**config.mk**
```make
export PLATFORM = sky130hd
export DESIGN_NAME = if_id_stage
export DESIGN_NICKNAME = d
export VERILOG_FILES = /design/src/rtl/rv_pkg.sv /design/src/rtl/hazard_detect.sv /design/src/rtl/if_id_stage.sv
export SDC_FILE = /design/constraint.sdc
export NUM_CORES = 1
export LEC_CHECK = 0
export CAP_MARGIN = 20
export CORE_ASPECT_RATIO = 0.75
export CORE_MARGIN = 5
export CORE_UTILIZATION = 45
export CTS_CLUSTER_DIAMETER = 50
export DETAILED_ROUTE_END_ITERATION = 6
export PLACE_DENSITY = 0.91
export SKIP_LAST_GASP = 1
export SLEW_MARGIN = 10
export SYNTH_ARGS = -nofsm -noshare
export SYNTH_HDL_FRONTEND = slang
export SYNTH_HIERARCHICAL = 1
export SYNTH_SLANG_ARGS = --single-unit
```
**constraint.sdc**
```tcl
create_clock -name clk -period 11.7 [get_ports clk]
set_clock_uncertainty 0.15 [all_clocks]
set_input_delay 2.34 -clock clk [delete_from_list [all_inputs] [get_ports clk]]
set_output_delay 2.34 -clock clk [all_outputs]
set_load 0.02 [all_outputs]
```
**src/rtl/rv_pkg.sv**
```systemverilog
// Shared RISC-V pipeline definitions: base opcodes, bubble encoding and
// the per-opcode decode of which source registers an instruction reads.
package rv_pkg;

  localparam logic [6:0]  OP        = 7'b0110011;
  localparam logic [6:0]  OP_32     = 7'b0111011;
  localparam logic [6:0]  STORE     = 7'b0100011;
  localparam logic [6:0]  BRANCH    = 7'b1100011;
  localparam logic [6:0]  LOAD      = 7'b0000011;
  localparam logic [6:0]  OP_IMM    = 7'b0010011;
  localparam logic [6:0]  OP_IMM_32 = 7'b0011011;
  localparam logic [6:0]  JALR      = 7'b1100111;

  localparam logic [31:0] NOP_INSTR = 32'h0000_0013;
  localparam logic [4:0]  REG_ZERO  = 5'd0;

  typedef struct packed {
    logic use1;
    logic use2;
  } src_use_t;

  // LUI, AUIPC, JAL, SYSTEM and anything unrecognised read no registers.
  function automatic src_use_t decode_src_use(input logic [6:0] opcode);
    src_use_t u;
    u = '0;
    case (opcode)
      OP, OP_32, STORE, BRANCH: begin
        u.use1 = 1'b1;
        u.use2 = 1'b1;
      end
      LOAD, OP_IMM, OP_IMM_32, JALR: u.use1 = 1'b1;
      default: u = '0;
    endcase
    return u;
  endfunction

endpackage

```
**src/rtl/hazard_detect.sv**
```systemverilog
// Load-use hazard detector: flags when the instruction in ID reads a register
// that the load currently in EX has not yet produced.
module hazard_detect
  import rv_pkg::*;
(
  input  logic [31:0] id_instr,
  input  logic        id_valid,
  input  logic        ex_mem_read,
  input  logic [4:0]  ex_rd,
  output logic        load_use
);

  src_use_t   src_use;
  logic [1:0] src_used;
  logic [1:0] src_match;
  logic [4:0] src_reg [2];
  logic       unused_instr_bits;

  assign src_use    = decode_src_use(id_instr[6:0]);
  assign src_used   = {src_use.use2, src_use.use1};
  assign src_reg[0] = id_instr[19:15];
  assign src_reg[1] = id_instr[24:20];

  generate
    for (genvar gi = 0; gi < 2; gi++) begin : g_src
      assign src_match[gi] = src_used[gi] & (src_reg[gi] == ex_rd);
    end
  endgenerate

  // x0 is never really written, so a load targeting it cannot create a hazard.
  assign load_use = id_valid & ex_mem_read & (ex_rd != REG_ZERO) & (|src_match);

  assign unused_instr_bits = ^{id_instr[31:25], id_instr[14:7]};

endmodule

```
**src/rtl/if_id_stage.sv**
```systemverilog
// IF/ID pipeline register: holds PC/instruction for decode, stalls on
// load-use hazards, flushes on taken branches and counts stall cycles.
module if_id_stage
  import rv_pkg::*;
#(
  parameter int          XLEN      = 64,
  parameter logic [31:0] NOP_INSTR = rv_pkg::NOP_INSTR,
  parameter int          CNT_W     = 32
) (
  input  logic             clk,
  input  logic             reset,
  input  logic [XLEN-1:0]  if_pc,
  input  logic [31:0]      if_instr,
  input  logic             branch_taken,
  input  logic             ex_mem_read,
  input  logic [4:0]       ex_rd,
  output logic [XLEN-1:0]  id_pc,
  output logic [31:0]      id_instr,
  output logic             id_valid,
  output logic [4:0]       id_rs1,
  output logic [4:0]       id_rs2,
  output logic [4:0]       id_rd,
  output logic             pc_write,
  output logic             id_ex_bubble,
  output logic [CNT_W-1:0] stall_count
);

  logic load_use;
  logic stall_take;

  hazard_detect u_hazard_detect (
    .id_instr    (id_instr),
    .id_valid    (id_valid),
    .ex_mem_read (ex_mem_read),
    .ex_rd       (ex_rd),
    .load_use    (load_use)
  );

  // A taken branch squashes the stalled instruction anyway, so it overrides the stall.
  assign stall_take   = load_use & ~branch_taken;
  assign pc_write     = reset | ~stall_take;
  assign id_ex_bubble = ~reset & stall_take;

  assign id_rs1 = id_instr[19:15];
  assign id_rs2 = id_instr[24:20];
  assign id_rd  = id_instr[11:7];

  always_ff @(posedge clk or posedge reset) begin
    if (reset) begin
      id_pc    <= '0;
      id_instr <= NOP_INSTR;
      id_valid <= 1'b0;
    end else if (branch_taken) begin
      id_pc    <= if_pc;
      id_instr <= NOP_INSTR;
      id_valid <= 1'b0;
    end else if (!load_use) begin
      id_pc    <= if_pc;
      id_instr <= if_instr;
      id_valid <= 1'b1;
    end
  end

  always_ff @(posedge clk or posedge reset) begin
    if (reset) begin
      stall_count <= '0;
    end else if (stall_take && (stall_count != {CNT_W{1'b1}})) begin
      stall_count <= stall_count + 1'b1;
    end
  end

endmodule
```
; After elaboration in Yosys (flattened, before gate mapping)
; Index checks and enable logic that the tools add are counted.
[word_totals]
reg_bits = 129
inputBits = 105
output_inout_bits = 146
[classes]
n_addsub = 1
n_eq_ne = 12
n_mux = 8
bitwise_logic = 11
n_reduce_logical = 5
[ops]
columns = operator, n
row1 = 2-to-1 mux 64 bit, 2
row2 = 2-to-1 mux 32 bit, 2
row3 = adder 32 x 1 -> 32 bit (second input constant), 1
row4 = inequality test 32 bit (second input constant), 1
row5 = == test 7 x 6 -> 1 bit (second input constant), 3
row6 = == test 7 x 5 -> 1 bit (second input constant), 2
row7 = == test 7 bit (second input constant), 2
row8 = == test 5 bit, 2
row9 = OR reduction 8 bit, 1
row10 = bitwise AND 1 bit, 7
row11 = == test 7 x 2 -> 1 bit (second input constant), 1
row12 = nonzero test 5 bit, 1
row13 = 2-to-1 mux 1 bit, 4
row14 = OR reduction 4 bit, 1
row15 = inverter 1 bit, 3
row16 = inequality test 2 bit (second input constant), 1
row17 = OR reduction 2 bit, 1
row18 = logical AND 1 bit, 1
row19 = bitwise OR 1 bit, 1

; Depth between registers and ports, before layout
; Gate-level depths: netlist of run 1.
[logic_depth]
ltp_word = 9
mapped_depth = 10
ltp_nobuf = 8

; Hierarchy
; The synthesis of run 1 kept the hierarchy.
[modules_own_cells]
columns = mod, n_inst, cells_each, area_each_um2, seq_area_each_um2
row1 = if_id_stage, 1, 549, 5431.5, 3231.8
row2 = hazard_detect, 1, 22, 166.4, 0.0

; Worst setup path after synthesis of run 1
; OpenSTA, ideal clock, no wires.
[synth_path]
path_kind = input -> output
startpoint = input port reset
endpoint = output port id_ex_bubble
t_arrival_ps = 6169
required_time_ps = 9210
setup_slack_ps = 3041
path_stages = 3
n_path_buf = 0
cell_sequence = inv_1 > nand2_1 > inv_1
[synth_between]
elab_chain_len = 2
[synth_lines]
columns = item, line
row1 = "start, declared", if_id_stage.sv:11  ; input logic reset,
row2 = inverter 1 bit, if_id_stage.sv:42  ; assign id_ex_bubble = ~reset & stall_take;
row3 = bitwise AND 1 bit, if_id_stage.sv:42
row4 = "end, declared", if_id_stage.sv:24  ; output logic id_ex_bubble,
; No other way between the ends.

; Final worst setup path of run 1
[layout_path]
startpoint = input port ex_rd[4]
endpoint = output port id_ex_bubble
[layout_between]
elab_chain_len = 6
elab_cells_between_ends = 10
cone_classes = 2 x eq/ne / 6 x bitwise / 2 x reduce/logical
[layout_lines]
columns = item, line
row1 = "start, declared", if_id_stage.sv:16  ; input logic [4:0] ex_rd,
row2 = == test 5 bit, hazard_detect.sv:26  ; assign src_match[gi] = src_used[gi] & (src_reg[gi] == ex_rd);
row3 = bitwise AND 1 bit, hazard_detect.sv:26
row4 = OR reduction 2 bit, hazard_detect.sv:31  ; assign load_use = id_valid & ex_mem_read & (ex_rd != REG_ZERO) & (|src_match);
row5 = bitwise AND 1 bit (*), hazard_detect.sv:31
row6 = net load_use, if_id_stage.sv:28  ; logic load_use;
row7 = bitwise AND 1 bit (*), if_id_stage.sv:40  ; assign stall_take = load_use & ~branch_taken;
row8 = bitwise AND 1 bit (*), if_id_stage.sv:42
; Mark *: on every way through the listed nets, which the timed path passes. The rest lies on a longest branch.

==> results.toml, run 1 <==
[setup_path]
cpMostUsedCell = "clkdlybuf4s50_1"
worst-endpoint-required_ns = 9.21
timing.critical_path.to_type = "output port"
worstPathArrival_ns = 5.20
cell_family_contributing_the_most_delay_on_the_critical_path = "buffers and inverters"
worstPathMaxFanout = 38
critPathKind = "primary input to output port"
cp_num_buf_inv = 4
worstRegToRegCells = 10
category_of_the_worst_setup_path_launch_point = "primary input"
crit_cells = 10
timing.critical_path.slowest_cell_delay_ns = 0.60
slowest_stage = "clkdlybuf4s50_1"
crit_path_cell_trace = "clkdlybuf4s50_1 > xor2_1 > nor4_2 > nand4b_1 > a21oi_4 > buf_4 > nor2b_4 > nand2_1 > inv_1 > clkdlybuf4s50_1"

[yosys]
syn-num-nets = 677
ys_top_cells_by_area = "dfrtp_1, nand2_1, mux2i_1, xnor2_1, nor2_1"
most_instantiated_library_cell_after_synthesis = "nand2_1"
seq_area_frac_synth_pct = 57.7
synth_flop_cell = "dfrtp_1"
postSynthRegisterBits = 129
post_synth_inst_count = 571
synth_top_cell_area_share_pct = 56.3
syn_area_per_cell_sq_um = 9.80
synth_area_leader_cell = "dfrtp_1"
synth_enable_flop_cells = 0
synth.lib_cells_used.distinct = 36
synth_top_cells_by_count = "nand2_1, dfrtp_1, nor2_1, mux2i_1, xnor2_1"
syn_area_sq_um = 5600
share_of_async_settable_or_async_resettable_flops_after_synthesis_pct = 100
synthesis.yosys.warnings = 6

[clock_network]
cts_tree = "built"
cts_sinks = 129
cts_hold_repair.buffers = 0
tritoncts.num_buffers = 17
cts-root-buf = "clkbuf_16"
cts.path.max_buffers = 2
htree_levels = 4
postCtsSetupBuffers = 0
cts.reportedPaths.clkPinSlew_ns = 0.05
cts_repair_resizes = 0
clk-insertion-delay-late_ns = 0.40

[detailed_routing]
postRouteAntennaNets = 0
detail_route.wirelength_microns = 16900
wl_per_cell_microns = 17.1
drt_pre_antenna_iters = 4
post_drt_via_cell_ratio = 4.93
route.vias.total = 4856
initialDrtViolationCount = 334
drcViolationCount = 0

[timing]
totalNegativeSetupSlack_ns = 0
slew_viol_final = 0
max_slew.worst_pin.slew_ns = 1.05
setup_violations = 0
period_share_pct = 65.7
finalCriticalPeriod_ns = 7.69
clock.fmax_ghz = 0.130
relSlewSlack_pct = 29.8
grt_setup_unrepaired = "no"
timing.final.hold_violations = 0
setup_slack_ns = 4.01

[floorplan]
ioPinCount = 251
die_width_microns = 139
dieArea_sq_um = 14800
initial_core_util_pct = 45.8
placeableCoreArea_sq_um = 12200
die_height_microns = 107
num_rows = 35

[pwr]
p_switching_mw = 0.286
power_mw = 1.13
pwr_density_nw_per_um2 = 129
clkPwrFrac_pct = 45.0
power_switching_share_pct = 25.4
power.leakage_nw = 3.84
max_rail_drop_vdd_mv = 0.0983
p_int_mw = 0.842
share_seq_of_total_power_pct = 42.4
combinationalPowerShare_pct = 12.6

[placed_design]
io_buffers = 250
preCtsSetupSlack_ns = 4.01
placed_cell_area_sq_um = 8160
gp_routability_congestion = 0.892
detailedPlacementHpwl_microns = 12100

[outcome]
outcome = "completed"

[worst_hold_path]
worstHoldPathCells = 2
worst_hold_path_type = "flop to flop"

[final_layout]
final_layout_size_suffix_gt1_share_pct = 6.47
fillCellCount = 875
antenna-diode-count = 0
postLayoutCellArea_sq_um = 8760
final_net_count = 912
area_growth_pct = 56.5

[global_route]
grt_overflow_total = 0
grt_start_max_net_pins = 78
first_pass_grt_wire_length_microns = 27000
initial_antenna_violation_count = 0
grt_util_all_layers_pct = 23.0
grt_pass1_vias = 5110

[job]
max_cap_viol_count = 0
-- cells in the final DEF, fill, tap and decap left out, drive strengths merged, types with 4 or more instances in the layout --
cell	instances
nor2	38
clkinv	4
nor2b	5
nand3	16
nand2	209
xnor2	26
clkdlybuf4s50	250
dfrtp	126
clkbuf	18
xor2	14
nor4	7
and4	6
buf	6
mux2i	29
and3	7
nand4	16
inv	8
clkinvlp	6
-- metrics by stage --
stage               hold WS (ns)  utilization, %  instances
floorplan                  0.424               -        571
global placement           0.299            66.8        952
detailed placement         0.305            66.8        952
CTS                        0.317            71.5        984
global route               0.341            71.7        985
finish                     0.310            71.7        985
-- path summary, 6_finish.rpt --
| kind | endpoint | slack [ns] | start |
|---|---|---|---|
| max in group asynchronous | id_instr[1] | 8.04 | reset |
| setup / recovery | id_ex_bubble | 4.01 | ex_rd[4] |
| setup reg to reg | stall_count[24] | 8.06 | id_instr[1] |
| hold / removal | id_pc[21] | 0.31 | id_pc[21] |
| min in group asynchronous | id_pc[56] | 2.23 | reset |
| hold reg to reg | id_pc[21] | 0.31 | id_pc[21] |
-- state kept, by name, indices dropped and copies added (netlist names) --
register	cells
id_instr	32
id_pc	64
id_valid	1
stall_count	32
-- per-layer routing --
metal | global-route usage [%] | up-vias | share of wire [%]
met5 | 0 | - | 0
met4 | 7.40 | 0 | 2.0
li1 | - | 2317 | -
met2 | 38.5 | 198 | 49
met1 | 28.3 | 2317 | 41
met3 | 7.67 | 24 | 8.0
-- cell families after synthesis --
| kind of cell | after synthesis | synth area share, % |
|---|---|---|
| DFF | 129 | 57.7 |
| xor gates and xnor gates | 40 | 6.26 |
| adders and majority gates | 1 | 0.223 |
| AOI/OAI and AO/OA | 12 | 1.81 |
| buffers and inverters | 45 | 4.09 |
| muxes | 31 | 5.59 |
| and+or+nand+nor | 313 | 24.3 |
-- area by class of cell --
type / instances / area [sq um] / area share, %
Clock buffer: 18 / 439 / 5.01
Clock inverter: 14 / 133 / 1.51
Timing Repair Buffer: 256 / 2570 / 29.3
Tap cell: 166 / 208 / 2.37
Inverter: 5 / 21.3 / 0.243
Multi-Input combinational cell: 397 / 2160 / 24.6
Sequential cell: 129 / 3230 / 36.9
-- worst register-to-register path: cells and delay by family, from the launching register on --
kind	cells	cell delay, ns
AND/OR/NAND/NOR	4	0.70
multiplexers	1	0.35
buffers and inverters	2	1.08
AO/OA/AOI/OAI	3	0.67
flip-flops	1	0.57
-- power groups by stage --
stage	clock network [mW]	registers [mW]	logic, mW
after floorplan	0	0.506	0.0350
after global placement	0	0.485	0.139
after detailed placement	0	0.485	0.142
after CTS	0.517	0.478	0.143
after global routing	0.535	0.481	0.153
final	0.507	0.478	0.142
(Power assumes the default switching activity.)
==> run 2: changes to the inputs <==
--- a/config.mk
+++ b/config.mk
@@ -8,10 +8,10 @@
 export CAP_MARGIN = 20
 export CORE_ASPECT_RATIO = 0.75
 export CORE_MARGIN = 5
-export CORE_UTILIZATION = 45
+export CORE_UTILIZATION = 38
 export CTS_CLUSTER_DIAMETER = 50
 export DETAILED_ROUTE_END_ITERATION = 6
-export PLACE_DENSITY = 0.91
+export PLACE_DENSITY = 0.82
 export SKIP_LAST_GASP = 1
 export SLEW_MARGIN = 10
 export SYNTH_ARGS = -nofsm -noshare
==> constraint.sdc (replaced) <==
create_clock -name clk -period 6.39 [get_ports clk]
set_clock_uncertainty 0.15 [all_clocks]
set_input_delay 1.278 -clock clk [delete_from_list [all_inputs] [get_ports clk]]
set_output_delay 1.278 -clock clk [all_outputs]
set_load 0.02 [all_outputs]
==> run 2 against run 1 <==
Effect of this change: count of clock-buffer cells in the layout decreased by 1; final area increased by 0.51%; global-route usage decreased by 4.3 points; critical endpoint unchanged; setup slack lost 2.7 ns; clock power is 89% higher; flip-flop and latch count unchanged; worst hold slack improved by 0.0025 ns; via count is 0.68% lower.
==> results.toml, run 2 (same netlist as run 1, synthesis figures left out) <==
[setup_path]
timing.critical_path.to_type = "output port"
slowest_stage = "clkdlybuf4s50_1"
worst-endpoint-required_ns = 4.96
cpMostUsedCell = "clkdlybuf4s50_1"
critPathKind = "primary input to output port"
worstPathMaxFanout = 3
category_of_the_worst_setup_path_launch_point = "primary input"
worstPathArrival_ns = 3.60
timing.critical_path.slowest_cell_delay_ns = 0.59
crit_path_cell_trace = "clkdlybuf4s50_1 > xor2_1 > nor4_1 > nand3_1 > a21oi_4 > nor2b_4 > nand2_1 > inv_1 > clkdlybuf4s50_1"
cell_family_contributing_the_most_delay_on_the_critical_path = "buffers and inverters"
cp_num_buf_inv = 3

[clock_network]
clk-insertion-delay-late_ns = 0.41
cts.reportedPaths.clkPinSlew_ns = 0.06
htree_levels = 4
cts_sinks = 129
cts-root-buf = "clkbuf_16"
cts_tree = "built"
cts_repair_resizes = 0
cts_hold_repair.buffers = 0
tritoncts.num_buffers = 17
postCtsSetupBuffers = 0
cts.path.max_buffers = 2

[detailed_routing]
route.vias.total = 4823
initialDrtViolationCount = 233
post_drt_via_cell_ratio = 4.73
detailroute.wirelength.met2_microns = 7590
detail_route.wirelength_microns = 16100
maxUsedRoutingLayer = "met4"
wl_per_cell_microns = 15.8
postRouteAntennaNets = 0
routed-wl-met3_microns = 1500
drcViolationCount = 0
met1Wirelength_microns = 6850
drt_pre_antenna_iters = 5

[floorplan]
ioPinCount = 251
initial_core_util_pct = 38.7
die_height_microns = 115
num_rows = 38
placeableCoreArea_sq_um = 14500
die_width_microns = 150
dieArea_sq_um = 17300

[timing]
relSlewSlack_pct = 39.4
max_slew.worst_pin.slew_ns = 0.908
clock.fmax_ghz = 0.199
finalCriticalPeriod_ns = 5.03
timing.final.hold_violations = 0
slew_viol_final = 0
totalNegativeSetupSlack_ns = 0
grt_setup_unrepaired = "no"
period_share_pct = 78.7
fin_hold_ws_ns = 0.312
setup_violations = 0

[final_layout]
area_growth_pct = 57.3
layout_commonest_cell = "clkdlybuf4s50_1"
final_layout_size_suffix_gt1_share_pct = 6.59
reg_with_most_ffs = "id_pc"
final_net_count = 913
largest_register_ff_count = 64
layout.cells.most_common_list = "clkdlybuf4s50_1, nand2_1, dfrtp_1"
fillCellCount = 1249
antenna-diode-count = 0
largest_registers = "id_pc (64), id_instr (32), stall_count (32)"

[global_route]
grt_overflow_total = 0
grt_start_max_net_pins = 73
initial_antenna_violation_count = 0
grt_pass1_vias = 4972
first_pass_grt_wire_length_microns = 25500
grt_util_all_layers_pct = 18.6

[pwr]
pwr_density_nw_per_um2 = 237
max_rail_drop_vdd_mv = 0.177
power.leakage_nw = 3.85
power_mw = 2.09

[placed_design]
io_buffers = 250
detailedPlacementHpwl_microns = 11600
gp_routability_congestion = 0.829

[job]
max_cap_viol_count = 0

[worst_hold_path]
worst_hold_path_type = "flop to flop"

[outcome]
outcome = "completed"
==> run 2: final timing paths <==
path | startpoint | to | slack (ns) | cells after the start
max in group asynchronous | reset | id_valid | 3.36 | 4
hold reg to reg | id_pc[12] | id_pc[12] | 0.31 | 2
min in group asynchronous | reset | stall_count[23] | 1.34 | 3
setup reg to reg | id_instr[1] | stall_count[28] | 2.90 | 10
hold / removal | id_pc[12] | id_pc[12] | 0.31 | 2
setup / recovery | ex_rd[3] | id_ex_bubble | 1.36 | 9
==> run 2: per-layer routing <==
metal  vias to the layer above  track usage (%)
met5                         -                0
met4                         0             4.14
met3                        16             7.53
met2                       180             30.0
met1                      2314             23.9
li1                       2313                -
==> run 2: power breakdown <==
group,leakage [nW],switching [mW],internal (mW)
Sequential,1.60,0.0234,0.851
Clock,0.278,0.379,0.579
Combinational,1.97,0.117,0.139
Total,3.85,0.519,1.57
==> run 2: cell type report <==
| cell class | instances | area (sq um) | area share (%) |
|---|---|---|---|
| clock buffer | 17 | 425 | 4.83 |
| multi-input combinational | 397 | 2160 | 24.5 |
| timing repair buffer | 257 | 2550 | 29.0 |
| clock inverter | 15 | 160 | 1.82 |
| sequential | 129 | 3230 | 36.7 |
| inverter | 5 | 22.5 | 0.256 |
| tap | 200 | 250 | 2.84 |
==> run 2: through the flow <==
stage / instance area [sq um] / setup WS, ns / util, % / std cells
after floorplan: 5600 / 1.00 / - / 571
after global placement: 8210 / 1.39 / 56.8 / 987
after detailed placement: 8210 / 1.37 / 56.8 / 987
after CTS: 8800 / 1.36 / 60.9 / 1019
after global routing: 8800 / 1.27 / 60.9 / 1020
final: 8800 / 1.36 / 60.9 / 1020
==> run 2: worst min-delay path, cell delays in order (launching register included) <==
cell and delay [ns]:
dfrtp_1 0.34, nand2_1 0.05, nand2_1 0.05
==> run 3: changes to the inputs <==
--- a/config.mk
+++ b/config.mk
@@ -8,10 +8,10 @@
 export CAP_MARGIN = 20
 export CORE_ASPECT_RATIO = 0.75
 export CORE_MARGIN = 5
-export CORE_UTILIZATION = 38
+export CORE_UTILIZATION = 42
 export CTS_CLUSTER_DIAMETER = 50
 export DETAILED_ROUTE_END_ITERATION = 6
-export PLACE_DENSITY = 0.82
+export PLACE_DENSITY = 0.86
 export SKIP_LAST_GASP = 1
 export SLEW_MARGIN = 10
 export SYNTH_ARGS = -nofsm -noshare
==> constraint.sdc (replaced) <==
create_clock -name clk -period 5.2 [get_ports clk]
set_clock_uncertainty 0.15 [all_clocks]
set_input_delay 1.04 -clock clk [delete_from_list [all_inputs] [get_ports clk]]
set_output_delay 1.04 -clock clk [all_outputs]
set_load 0.02 [all_outputs]
==> run 3 against run 2 <==
Effect of this change: final area down 0.58%; sequential share of layout area up 0.22 points; final cell count shrank 2.8%.
==> results.toml, run 3 (same netlist as run 1, synthesis figures left out) <==
[pwr]
max_rail_drop_vdd_mv = 0.202
power_mw = 2.53
pwr_density_nw_per_um2 = 289
power.leakage_nw = 3.84

[placed_design]
io_buffers = 250
gp_routability_congestion = 0.843
detailedPlacementHpwl_microns = 12100
preCtsSetupSlack_ns = 0.630
placed_cell_area_sq_um = 8180
dp.cells = 959

[clock_network]
cts.path.max_buffers = 2
cts_tree = "built"
cts-root-buf = "clkbuf_16"
clk-insertion-delay-late_ns = 0.40
cts.reportedPaths.clkPinSlew_ns = 0.06
postCtsSetupBuffers = 0
cts_sinks = 129
tritoncts.num_buffers = 17
htree_levels = 4
cts_hold_repair.buffers = 0
cts_repair_resizes = 0

[final_layout]
final_layout_size_suffix_gt1_share_pct = 6.46
area_growth_pct = 56.3
largest_register_ff_count = 64
postLayoutCellArea_sq_um = 8750
instances_no_fill = 991
final-seq-area_sq_um = 3230
fillCellCount = 1030
layout_commonest_cell = "clkdlybuf4s50_1"
multi_input_area_sq_um = 2160
antenna-diode-count = 0
finalCoreUtilization_pct = 67.2
layout.cells.most_common_list = "clkdlybuf4s50_1, nand2_1, dfrtp_1"
largest_registers = "id_pc (64), id_instr (32), stall_count (32)"
reg_with_most_ffs = "id_pc"
final_net_count = 913

[timing]
relSlewSlack_pct = 44.2
setup_violations = 0
slew_viol_final = 0
clock.fmax_ghz = 0.219
max_slew.worst_pin.slew_ns = 0.837
grt_setup_unrepaired = "no"
totalNegativeSetupSlack_ns = 0
timing.final.hold_violations = 0
fin_hold_ws_ns = 0.313
finalCriticalPeriod_ns = 4.58
period_share_pct = 88.0
setup_slack_ns = 0.624

[global_route]
grt_overflow_total = 0
first_pass_grt_wire_length_microns = 26200
grt_start_max_net_pins = 68
grt_util_all_layers_pct = 21.4
initial_antenna_violation_count = 0
grt_pass1_vias = 5047

[detailed_routing]
post_drt_via_cell_ratio = 4.87
postRouteAntennaNets = 0
drt_pre_antenna_iters = 4
route.vias.total = 4826
met1Wirelength_microns = 6710
drcViolationCount = 0
maxUsedRoutingLayer = "met4"
routed-wl-met3_microns = 1570
initialDrtViolationCount = 350
wl_per_cell_microns = 16.8
detailroute.wirelength.met2_microns = 8100
detail_route.wirelength_microns = 16600

[worst_hold_path]
worstHoldPathCells = 2
hold-path-endpoint = "id_pc[32]"
min_from = "id_pc[32]"
worst_hold_path_type = "flop to flop"

[setup_path]
rrSetupSlack_ns = 1.82
worstRegToRegCells = 9
timing.critical_path.to_type = "output port"
category_of_the_worst_setup_path_launch_point = "primary input"
critPathKind = "primary input to output port"
worstPathArrival_ns = 3.39
worst_r2r_endpoint = "stall_count[28]"
worstPathMaxFanout = 3
worst-endpoint-required_ns = 4.01
regToRegStartpoint = "id_instr[16]"

[floorplan]
die_width_microns = 143
placeableCoreArea_sq_um = 13000
num_rows = 36
die_height_microns = 110
dieArea_sq_um = 15800
initial_core_util_pct = 43.0
ioPinCount = 251

[job]
max_cap_viol_count = 0

[outcome]
outcome = "completed"
run 3: layer usage:
layer | vias to the layer above | GRT usage (%)
met5 | - | 0
met4 | 0 | 5.31
met3 | 22 | 8.58
met2 | 181 | 35.4
met1 | 2313 | 26.7
li1 | 2310 | -
run 3: where the power goes:
group	switching, mW	internal (mW)	total, mW
Sequential	0.0288	1.05	1.07
Combinational	0.147	0.171	0.317
Clock	0.462	0.678	1.14
run 3: how the worst max path moves through the flow:
stage | slack, ns | start | cells past startpoint | to
after floorplan | 0.29 | reset | 3 | id_ex_bubble
after global placement | 0.72 | ex_rd[4] | 9 | id_ex_bubble
after detailed placement | 0.63 | ex_rd[3] | 9 | id_ex_bubble
after CTS | 0.63 | ex_rd[3] | 9 | id_ex_bubble
after global routing | 0.52 | ex_rd[3] | 9 | id_ex_bubble
final | 0.62 | ex_rd[3] | 9 | id_ex_bubble
run 3: critical path, cell delays in order:
cell and delay [ns]:
clkdlybuf4s50_1 0.47, xor2_1 0.19, nor4_1 0.37, nand3_1 0.17, a21oi_4 0.16, nor2b_4 0.16, nand2_1 0.12, inv_1 0.09
clkdlybuf4s50_1 0.61
run 3: layout make-up:
class                      count  area share [%]
clock buffer                  19            5.06
clock inverter                13            1.46
multi-input combinational    397            24.7
inverter                       5           0.257
timing repair buffer         257            29.2
tap                          171            2.44
sequential                   129            36.9
